$ cat src/rtl/multicycle_control_unit_pkg.sv
// Shared definitions for the multicycle RV32I control unit: opcodes, FSM encoding,
// ALU select codes and the control-word layout.
package multicycle_control_unit_pkg;

  localparam logic [6:0] OpArithmetic    = 7'b0110011;
  localparam logic [6:0] OpArithmeticImm = 7'b0010011;
  localparam logic [6:0] OpLoad          = 7'b0000011;
  localparam logic [6:0] OpStore         = 7'b0100011;
  localparam logic [6:0] OpBranch        = 7'b1100011;
  localparam logic [6:0] OpJal           = 7'b1101111;
  localparam logic [6:0] OpJalr          = 7'b1100111;
  localparam logic [6:0] OpEcall         = 7'b1110011;

  typedef enum logic [3:0] {
    StIf   = 4'd0,
    StId   = 4'd1,
    StEx   = 4'd2,
    StMem  = 4'd3,
    StWb   = 4'd4,
    StJw   = 4'd5,
    StAdv  = 4'd6,
    StEc   = 4'd7,
    StHalt = 4'd8
  } state_e;

  localparam logic [1:0] SrcBRs2  = 2'd0;
  localparam logic [1:0] SrcBImm  = 2'd1;
  localparam logic [1:0] SrcBFour = 2'd2;

  localparam logic [1:0] AluAdd    = 2'd0;
  localparam logic [1:0] AluBranch = 2'd1;
  localparam logic [1:0] AluFunct  = 2'd2;

  typedef struct packed {
    logic       pc_write;
    logic       ir_write;
    logic       i_or_d;
    logic       mem_read;
    logic       mem_write;
    logic       mem_to_reg;
    logic       reg_write;
    logic       pc_to_reg;
    logic       alu_src_a;
    logic [1:0] alu_src_b;
    logic [1:0] alu_op;
    logic       pc_source;
    logic       is_ecall;
    logic       halted;
    logic       inst_done;
  } ctrl_t;

  // Opcodes that take the EX path out of ID.
  function automatic logic is_ex_opcode(logic [6:0] op);
    return (op == OpArithmetic) || (op == OpArithmeticImm) || (op == OpLoad) ||
           (op == OpStore) || (op == OpBranch) || (op == OpJal) || (op == OpJalr);
  endfunction

endpackage

$ cat src/rtl/mcu_output_decode.sv
// Combinational state+opcode to control-word mapper; every field not set for a state stays 0.
module mcu_output_decode
  import multicycle_control_unit_pkg::*;
(
  input  state_e     state,
  input  logic [6:0] opcode,
  input  logic       bcond,
  input  logic       is_halted,
  output ctrl_t      ctrl
);

  always_comb begin
    ctrl = '0;
    unique case (state)
      StIf: begin
        ctrl.mem_read = 1'b1;
        ctrl.ir_write = 1'b1;
      end
      StId: ctrl.alu_src_b = SrcBImm;
      StEx: begin
        case (opcode)
          OpArithmetic: begin
            ctrl.alu_src_a = 1'b1;
            ctrl.alu_op    = AluFunct;
          end
          OpArithmeticImm: begin
            ctrl.alu_src_a = 1'b1;
            ctrl.alu_src_b = SrcBImm;
            ctrl.alu_op    = AluFunct;
          end
          OpLoad, OpStore, OpJalr: begin
            ctrl.alu_src_a = 1'b1;
            ctrl.alu_src_b = SrcBImm;
          end
          OpBranch: begin
            ctrl.alu_src_a = 1'b1;
            ctrl.alu_op    = AluBranch;
            // Taken branch retires here using the target latched in ID.
            if (bcond) begin
              ctrl.pc_write  = 1'b1;
              ctrl.pc_source = 1'b1;
              ctrl.inst_done = 1'b1;
            end
          end
          OpJal: begin
            ctrl.alu_src_b = SrcBFour;
            ctrl.reg_write = 1'b1;
            ctrl.pc_to_reg = 1'b1;
            ctrl.pc_write  = 1'b1;
            ctrl.pc_source = 1'b1;
            ctrl.inst_done = 1'b1;
          end
          default: ;
        endcase
      end
      StMem: begin
        ctrl.i_or_d = 1'b1;
        if (opcode == OpStore) begin
          ctrl.mem_write = 1'b1;
          ctrl.alu_src_b = SrcBFour;
          ctrl.pc_write  = 1'b1;
          ctrl.inst_done = 1'b1;
        end else begin
          ctrl.mem_read = 1'b1;
        end
      end
      StWb: begin
        ctrl.reg_write  = 1'b1;
        ctrl.mem_to_reg = (opcode == OpLoad);
        ctrl.alu_src_b  = SrcBFour;
        ctrl.pc_write   = 1'b1;
        ctrl.inst_done  = 1'b1;
      end
      StJw: begin
        ctrl.alu_src_b = SrcBFour;
        ctrl.reg_write = 1'b1;
        ctrl.pc_to_reg = 1'b1;
        ctrl.pc_write  = 1'b1;
        ctrl.pc_source = 1'b1;
        ctrl.inst_done = 1'b1;
      end
      StAdv: begin
        ctrl.alu_src_b = SrcBFour;
        ctrl.pc_write  = 1'b1;
        ctrl.inst_done = 1'b1;
      end
      StEc: begin
        ctrl.is_ecall = 1'b1;
        if (!is_halted) begin
          ctrl.alu_src_b = SrcBFour;
          ctrl.pc_write  = 1'b1;
          ctrl.inst_done = 1'b1;
        end
      end
      StHalt: ctrl.halted = 1'b1;
      default: ;
    endcase
  end

endmodule

$ cat src/rtl/multicycle_control_unit.sv
// Multicycle RV32I control FSM: state register, next-state logic and gated control outputs.
module multicycle_control_unit (
  input  logic       clk,
  input  logic       reset,
  input  logic [6:0] opcode,
  input  logic       bcond,
  input  logic       is_halted,
  output logic       pc_write,
  output logic       ir_write,
  output logic       i_or_d,
  output logic       mem_read,
  output logic       mem_write,
  output logic       mem_to_reg,
  output logic       reg_write,
  output logic       pc_to_reg,
  output logic       alu_src_a,
  output logic [1:0] alu_src_b,
  output logic [1:0] alu_op,
  output logic       pc_source,
  output logic       is_ecall,
  output logic       halted,
  output logic       inst_done
);
  import multicycle_control_unit_pkg::*;

  state_e state_q, state_d;
  ctrl_t  ctrl;

  always_ff @(posedge clk or posedge reset) begin
    if (reset) begin
      state_q <= StIf;
    end else begin
      state_q <= state_d;
    end
  end

  always_comb begin
    state_d = state_q;
    unique case (state_q)
      StIf: state_d = StId;
      StId: begin
        if (opcode == OpEcall) begin
          state_d = StEc;
        end else if (is_ex_opcode(opcode)) begin
          state_d = StEx;
        end else begin
          state_d = StAdv;
        end
      end
      StEx: begin
        case (opcode)
          OpArithmetic, OpArithmeticImm: state_d = StWb;
          OpLoad, OpStore:               state_d = StMem;
          OpBranch:                      state_d = bcond ? StIf : StAdv;
          OpJal:                         state_d = StIf;
          OpJalr:                        state_d = StJw;
          default:                       state_d = StAdv;
        endcase
      end
      StMem:             state_d = (opcode == OpStore) ? StIf : StWb;
      StWb, StJw, StAdv: state_d = StIf;
      StEc:              state_d = is_halted ? StHalt : StIf;
      StHalt:            state_d = StHalt;
      default:           state_d = StIf;
    endcase
  end

  mcu_output_decode u_output_decode (
    .state     (state_q),
    .opcode    (opcode),
    .bcond     (bcond),
    .is_halted (is_halted),
    .ctrl      (ctrl)
  );

  // State already reads IF during reset, so strobes are masked until it is released.
  assign pc_write   = ctrl.pc_write  & ~reset;
  assign ir_write   = ctrl.ir_write  & ~reset;
  assign mem_read   = ctrl.mem_read  & ~reset;
  assign mem_write  = ctrl.mem_write & ~reset;
  assign reg_write  = ctrl.reg_write & ~reset;
  assign inst_done  = ctrl.inst_done & ~reset;
  assign i_or_d     = ctrl.i_or_d;
  assign mem_to_reg = ctrl.mem_to_reg;
  assign pc_to_reg  = ctrl.pc_to_reg;
  assign alu_src_a  = ctrl.alu_src_a;
  assign alu_src_b  = ctrl.alu_src_b;
  assign alu_op     = ctrl.alu_op;
  assign pc_source  = ctrl.pc_source;
  assign is_ecall   = ctrl.is_ecall;
  assign halted     = ctrl.halted;

endmodule

$ cat config.mk
export PLATFORM = sky130hd
export DESIGN_NAME = multicycle_control_unit
export DESIGN_NICKNAME = d
export VERILOG_FILES = /design/src/rtl/multicycle_control_unit_pkg.sv /design/src/rtl/mcu_output_decode.sv /design/src/rtl/multicycle_control_unit.sv
export SDC_FILE = /design/constraint.sdc
export NUM_CORES = 1
export LEC_CHECK = 0
export CORE_UTILIZATION = 40
export CTS_CLUSTER_DIAMETER = 80
export CTS_CLUSTER_SIZE = 20
export DETAILED_ROUTE_END_ITERATION = 10
export PLACE_DENSITY_LB_ADDON = 0.08
export SLEW_MARGIN = 10
export SYNTH_ARGS = -nofsm -noshare
export SYNTH_HDL_FRONTEND = slang
export SYNTH_SLANG_ARGS = --single-unit
export TNS_END_PERCENT = 100
$ cat constraint.sdc
create_clock -name clk -period 2.5 [get_ports clk]
set_input_delay 0.5 -clock clk [delete_from_list [all_inputs] [get_ports clk]]
set_output_delay 0.5 -clock clk [all_outputs]
set_load 0.02 [all_outputs]
Word-level counts from Yosys, hierarchy flattened
Index checks and enable logic that the tools add are counted.
{ "op_classes": {"bitwise_logic": 6, "eq_ne": 16, "muxes": 32, "reduce_logical": 13} }
{ "ops": {"columns": ["operator", "count"], "rows": [
  ["$eq 7x7->1 const B", 4],
  ["$pmux 4 s6", 1],
  ["$eq 4x3->1 const B", 4],
  ["$pmux 3 s5", 1],
  ["$eq 7x6->1 const B", 2],
  ["$mux 1", 12],
  ["$mux 3", 4],
  ["$pmux 1 s2", 5],
  ["$pmux 2 s5", 1],
  ["$eq 4x2->1 const B", 2],
  ["$mux 2", 4],
  ["$pmux 2 s2", 2],
  ["$eq 7x2->1 const B", 1],
  ["$eq 7x5->1 const B", 1],
  ["$logic_or 1x1->1", 6],
  ["$reduce_or 2->1", 3],
  ["$reduce_or 6->1", 1],
  ["$and 1x1->1", 5],
  ["$eq 4x1->1 const B", 1],
  ["$eq 4x4->1 const B", 1],
  ["$logic_not 4->1", 1],
  ["$mux 4", 1],
  ["$pmux 1 s4", 1],
  ["$reduce_or 4->1", 1],
  ["other kinds (2)", 2]
]} }
{ "totals": {"register_bits": 4, "wordCells": 68} }

Logic depth before layout (Yosys ltp)
{ "depth": {"ltp_word": 10, "mapped_depth": 6, "mapped_depth_nobuf": 4} }

Modules after synthesis
Synthesis repeated with hierarchy kept, for this count alone.
{ "unflattened": {"hier_cells": 89, "hier_area_um2": 675.6} }
{ "by_module_without_submodules": {"columns": ["mod", "area_each_um2", "cells_each", "n_inst", "seq_area_each_um2"], "rows": [
  ["multicycle_control_unit", 382.9, 44, 1, 100.1],
  ["mcu_output_decode", 292.8, 45, 1, 0.0]
]} }

Worst setup path after synthesis
No wires, ideal clock.
{ "synth_path": {"path_kind": "input port to output port", "from": "in opcode[4]", "to": "out pc_write", "path_buffers": 2, "setup_slack_ns": -0.144, "arrival_time_ns": 2.144, "stages": 6, "cell_sequence": "buf_6 > nand2b_4 > or3_4 > a2bb2oi_2 > a2111oi_2 > buf_4"} }
{ "synth_between": {"elab_chain_cells": 4, "elab_cells_between_ends": 7, "cone_classes": "3 x eq/ne; 3 x mux; 1 x bitwise"} }
{ "synth_rtl": {"columns": ["element", "line", "text"], "rows": [
  ["start, declared", "multicycle_control_unit.sv:5", "input logic [6:0] opcode,"],
  ["$eq 7x7->1 / $eq 7x6->1 (equally long branches)", null, null],
  ["$pmux 1 s2 / $mux 1 (equally long branches)", null, null],
  ["$pmux 1 s4 (*)", null, null],
  ["$and 1x1->1 (*)", null, null],
  ["end, declared", "multicycle_control_unit.sv:8", "output logic pc_write,"]
]} }
Every way passes the cells marked *; elsewhere a longest branch is shown, timed or not.

Final worst setup path
{ "layout_path": {"from": "in opcode[2]", "to": "out pc_write"} }
{ "layout_between": {"elab_chain_cells": 4, "elab_cells_between_ends": 7, "cone_classes": "3 x eq/ne; 3 x mux; 1 x bitwise"} }
{ "layout_rtl": {"columns": ["element", "line", "text"], "rows": [
  ["$eq 7x7->1 / $eq 7x6->1 (equally long branches)", "mcu_output_decode.sv:21, mcu_output_decode.sv:58", null],
  ["$pmux 1 s2 / $mux 1 (equally long branches)", "mcu_output_decode.sv:21, mcu_output_decode.sv:58", null],
  ["$pmux 1 s4 (*)", "mcu_output_decode.sv:14", "unique case (state)"],
  ["$and 1x1->1 (*)", "multicycle_control_unit.sv:77", "assign pc_write = ctrl.pc_write & ~reset;"]
]} }
Marked as above.

==> impl_metrics.env <==
export IMPL_reg_top3="state_q x4"
export IMPL_die_w_um=41.4
export IMPL_endpoint_kind="primary output"
export IMPL_yosysSeqAreaShare_pct=16.1
export IMPL_io_pins=28
export IMPL_dp_hpwl_mm=1.60
export IMPL_io_buffers=27
export IMPL_routedWlPerCell_um=13.6
export IMPL_drv_cap=0
export IMPL_setup_ws_ns=0.0523
export IMPL_dp_slack_ns=-0.683
export IMPL_dpl_cell_count=147
export IMPL_total_power_mw=0.784
export IMPL_crit_required_ns=2.00
export IMPL_whs_ns=0.717
export IMPL_setup_viol_count_final=0
export IMPL_place_gp_congestion=0.803
export IMPL_leakage_nw=0.536
export IMPL_core_sq_um=1370
export IMPL_start_kind="input port"
export IMPL_synth_distinct_cells=40
export IMPL_hold_class="reg -> reg"
export IMPL_largest_reg_flops=4
export IMPL_syn_area_per_cell_sq_um=7.58
export IMPL_fin_setup_tns_ns=0
export IMPL_overflow=0
export IMPL_drc=0
export IMPL_grt_usage_pct=24.1
export IMPL_n_fill_cell=88
export IMPL_finalNetCount=150
export IMPL_timing_rr_start="state_q[0]"
export IMPL_area_delta_synth_final_pct=80.7
export IMPL_rows=13
export IMPL_crit_fanout=2
export IMPL_utilization_pct=82.2
export IMPL_fin_cells=152
export IMPL_initial_utilization_pct=45.5
export IMPL_first_iter_violations=14
export IMPL_worstSetupPathType="in -> out"
export IMPL_rsz0062_at_grt="true"
export IMPL_routed_via_density=5.51
export IMPL_fin_crit_ns=2.45
export IMPL_p_per_area_nw_per_um2=698
export IMPL_min_period_over_period_pct=97.9
export IMPL_clk_pin_slew_ns=0.04
export IMPL_hold_buffers=0
export IMPL_synth_edf_count=0
export IMPL_antennaDiodeCount=0
export IMPL_ys_ff_latch=4
export IMPL_cts_htree_levels=1
export IMPL_synth_async_reset_ratio_pct=100
export IMPL_wl_mm=2.06
export IMPL_grt_pass1_wl_mm=3.35
export IMPL_syn_cell_area_sq_um=622
export IMPL_dr_pass1_iters=5
export IMPL_die_area_sq_um=1720
export IMPL_max_freq_mhz=409
export IMPL_cts_tree="yes"
export IMPL_clk_latency_ns=0.23
export IMPL_antenna_found_initial=0
export IMPL_clockBufferDepth=2
export IMPL_grt_pass1_vias=793
export IMPL_max_vdd_ir_drop_uv=600
export IMPL_yosys_warnings=0
export IMPL_cts_buffers=3
export IMPL_drive_gt1_share_pct=48.2
export IMPL_dpl_cell_area_sq_um=1110
export IMPL_postRouteAntennaNets=0
export IMPL_regMostFlops="state_q"
export IMPL_die_h_um=41.4
export IMPL_cts_root_buf="clkbuf_4"
export IMPL_grt_max_degree=10
export IMPL_slew_viol_final=0
export IMPL_critical_path_startpoint="opcode[2]"
export IMPL_synthCells=82
export IMPL_hp_start="state_q[2]"
export IMPL_clkSinkCount=4
export IMPL_syn_nets=93
export IMPL_status="complete, no violations"
export IMPL_timing_final_hold_violations=0
export IMPL_arrival_ns=1.95
export IMPL_finClkSkew_ns=0.00194
export IMPL_design_area_sq_um=1120
export IMPL_synthFlopType="dfrtp_1"
export IMPL_tightest_slew_ns=0.321
export IMPL_max_slew_margin_rel_pct=78.3
export IMPL_routed_via_count=837
-- where the power goes --
part	internal (mW)	switching, mW	leakage [nW]
Sequential	0.0891	0.0493	0.0518
Combinational	0.283	0.285	0.471
Clock	0.0536	0.0245	0.0138
-- cell families after synthesis --
group | after synthesis | share of synthesized area [%]
AOI/OAI and AO/OA | 23 | 27.8
DFF | 4 | 16.1
buffers and inverters | 13 | 11.1
and+or+nand+nor | 42 | 45.1
-- repair_timing --
item,in CTS,in global routing
setup endpoints to repair,13,11
pin swaps,3,6
setup buffers,0,2
resized for setup,46,20
-- cell type report --
type,instances,area [sq um],share of cell area [%]
inverters,4,15.0,1.34
flip-flops and latches,4,100,8.91
repair buffers,61,477,42.4
clock buffers,3,22.5,2.00
well taps,15,18.8,1.67
multi-input cells,65,490,43.7
-- path summary, 6_finish.rpt --
path	endpoint	slack, ns	depth (start not counted)
setup / recovery	pc_write	0.05	7
setup reg to reg	state_q[2]	1.02	5
min in group asynchronous	state_q[2]	0.79	4
max in group asynchronous	state_q[0]	1.61	4
hold reg to reg	state_q[3]	0.72	2
hold / removal	state_q[3]	0.72	2
-- layer usage --
layer / GRT usage, % / part of all wire [%] / up-vias
met5: 0 / 0 / -
met1: 32.6 / 45 / 389
met4: 8.39 / 0.97 / 0
li1: - / - / 413
met3: 0.870 / 4.7 / 2
met2: 40.6 / 49 / 33
-- Yosys cell counts (2+ instances only) --
| library cell | n | area [sq um] |
|---|---|---|
| nor2_1 | 8 | 30.0 |
| nand2_1 | 10 | 37.5 |
| nand3b_1 | 2 | 15.0 |
| buf_4 | 2 | 15.0 |
| o22ai_1 | 2 | 12.5 |
| buf_2 | 3 | 15.0 |
| a211oi_1 | 2 | 15.0 |
| nor3_1 | 3 | 15.0 |
| nand3_1 | 2 | 10.0 |
| clkbuf_1 | 2 | 7.51 |
| nor4_1 | 2 | 12.5 |
| nor4b_1 | 2 | 17.5 |
| inv_1 | 4 | 15.0 |
| o21bai_1 | 2 | 15.0 |
| dfrtp_1 | 4 | 100 |
| a21oi_1 | 7 | 35.0 |
| nand2b_1 | 2 | 12.5 |
-- placed cells by master, fill, tap and decap left out, types with 2 or more instances in the layout --
cell,n
clkdlybuf4s50_1,6
nor2_1,8
nand2b_1,2
dlygate4sd2_1,5
nand3_1,2
a211oi_1,2
buf_2,2
nand3b_1,2
inv_1,4
clkbuf_2,7
nor4_1,2
clkdlybuf4s15_2,2
o22ai_1,2
nor3_2,2
buf_4,36
a21oi_1,7
o21bai_1,2
nor3_1,2
clkbuf_4,3
buf_6,2
nand2_1,9
dfrtp_1,4
-- worst max-delay path: stages --
cell       delay (ns)
buf_6            0.09
nand4bb_1        0.19
buf_4            0.17
nor4_4           0.29
o21ai_2          0.12
a2111oi_4        0.38
buf_4            0.20
Note: power is estimated with default switching activity, not from simulation.
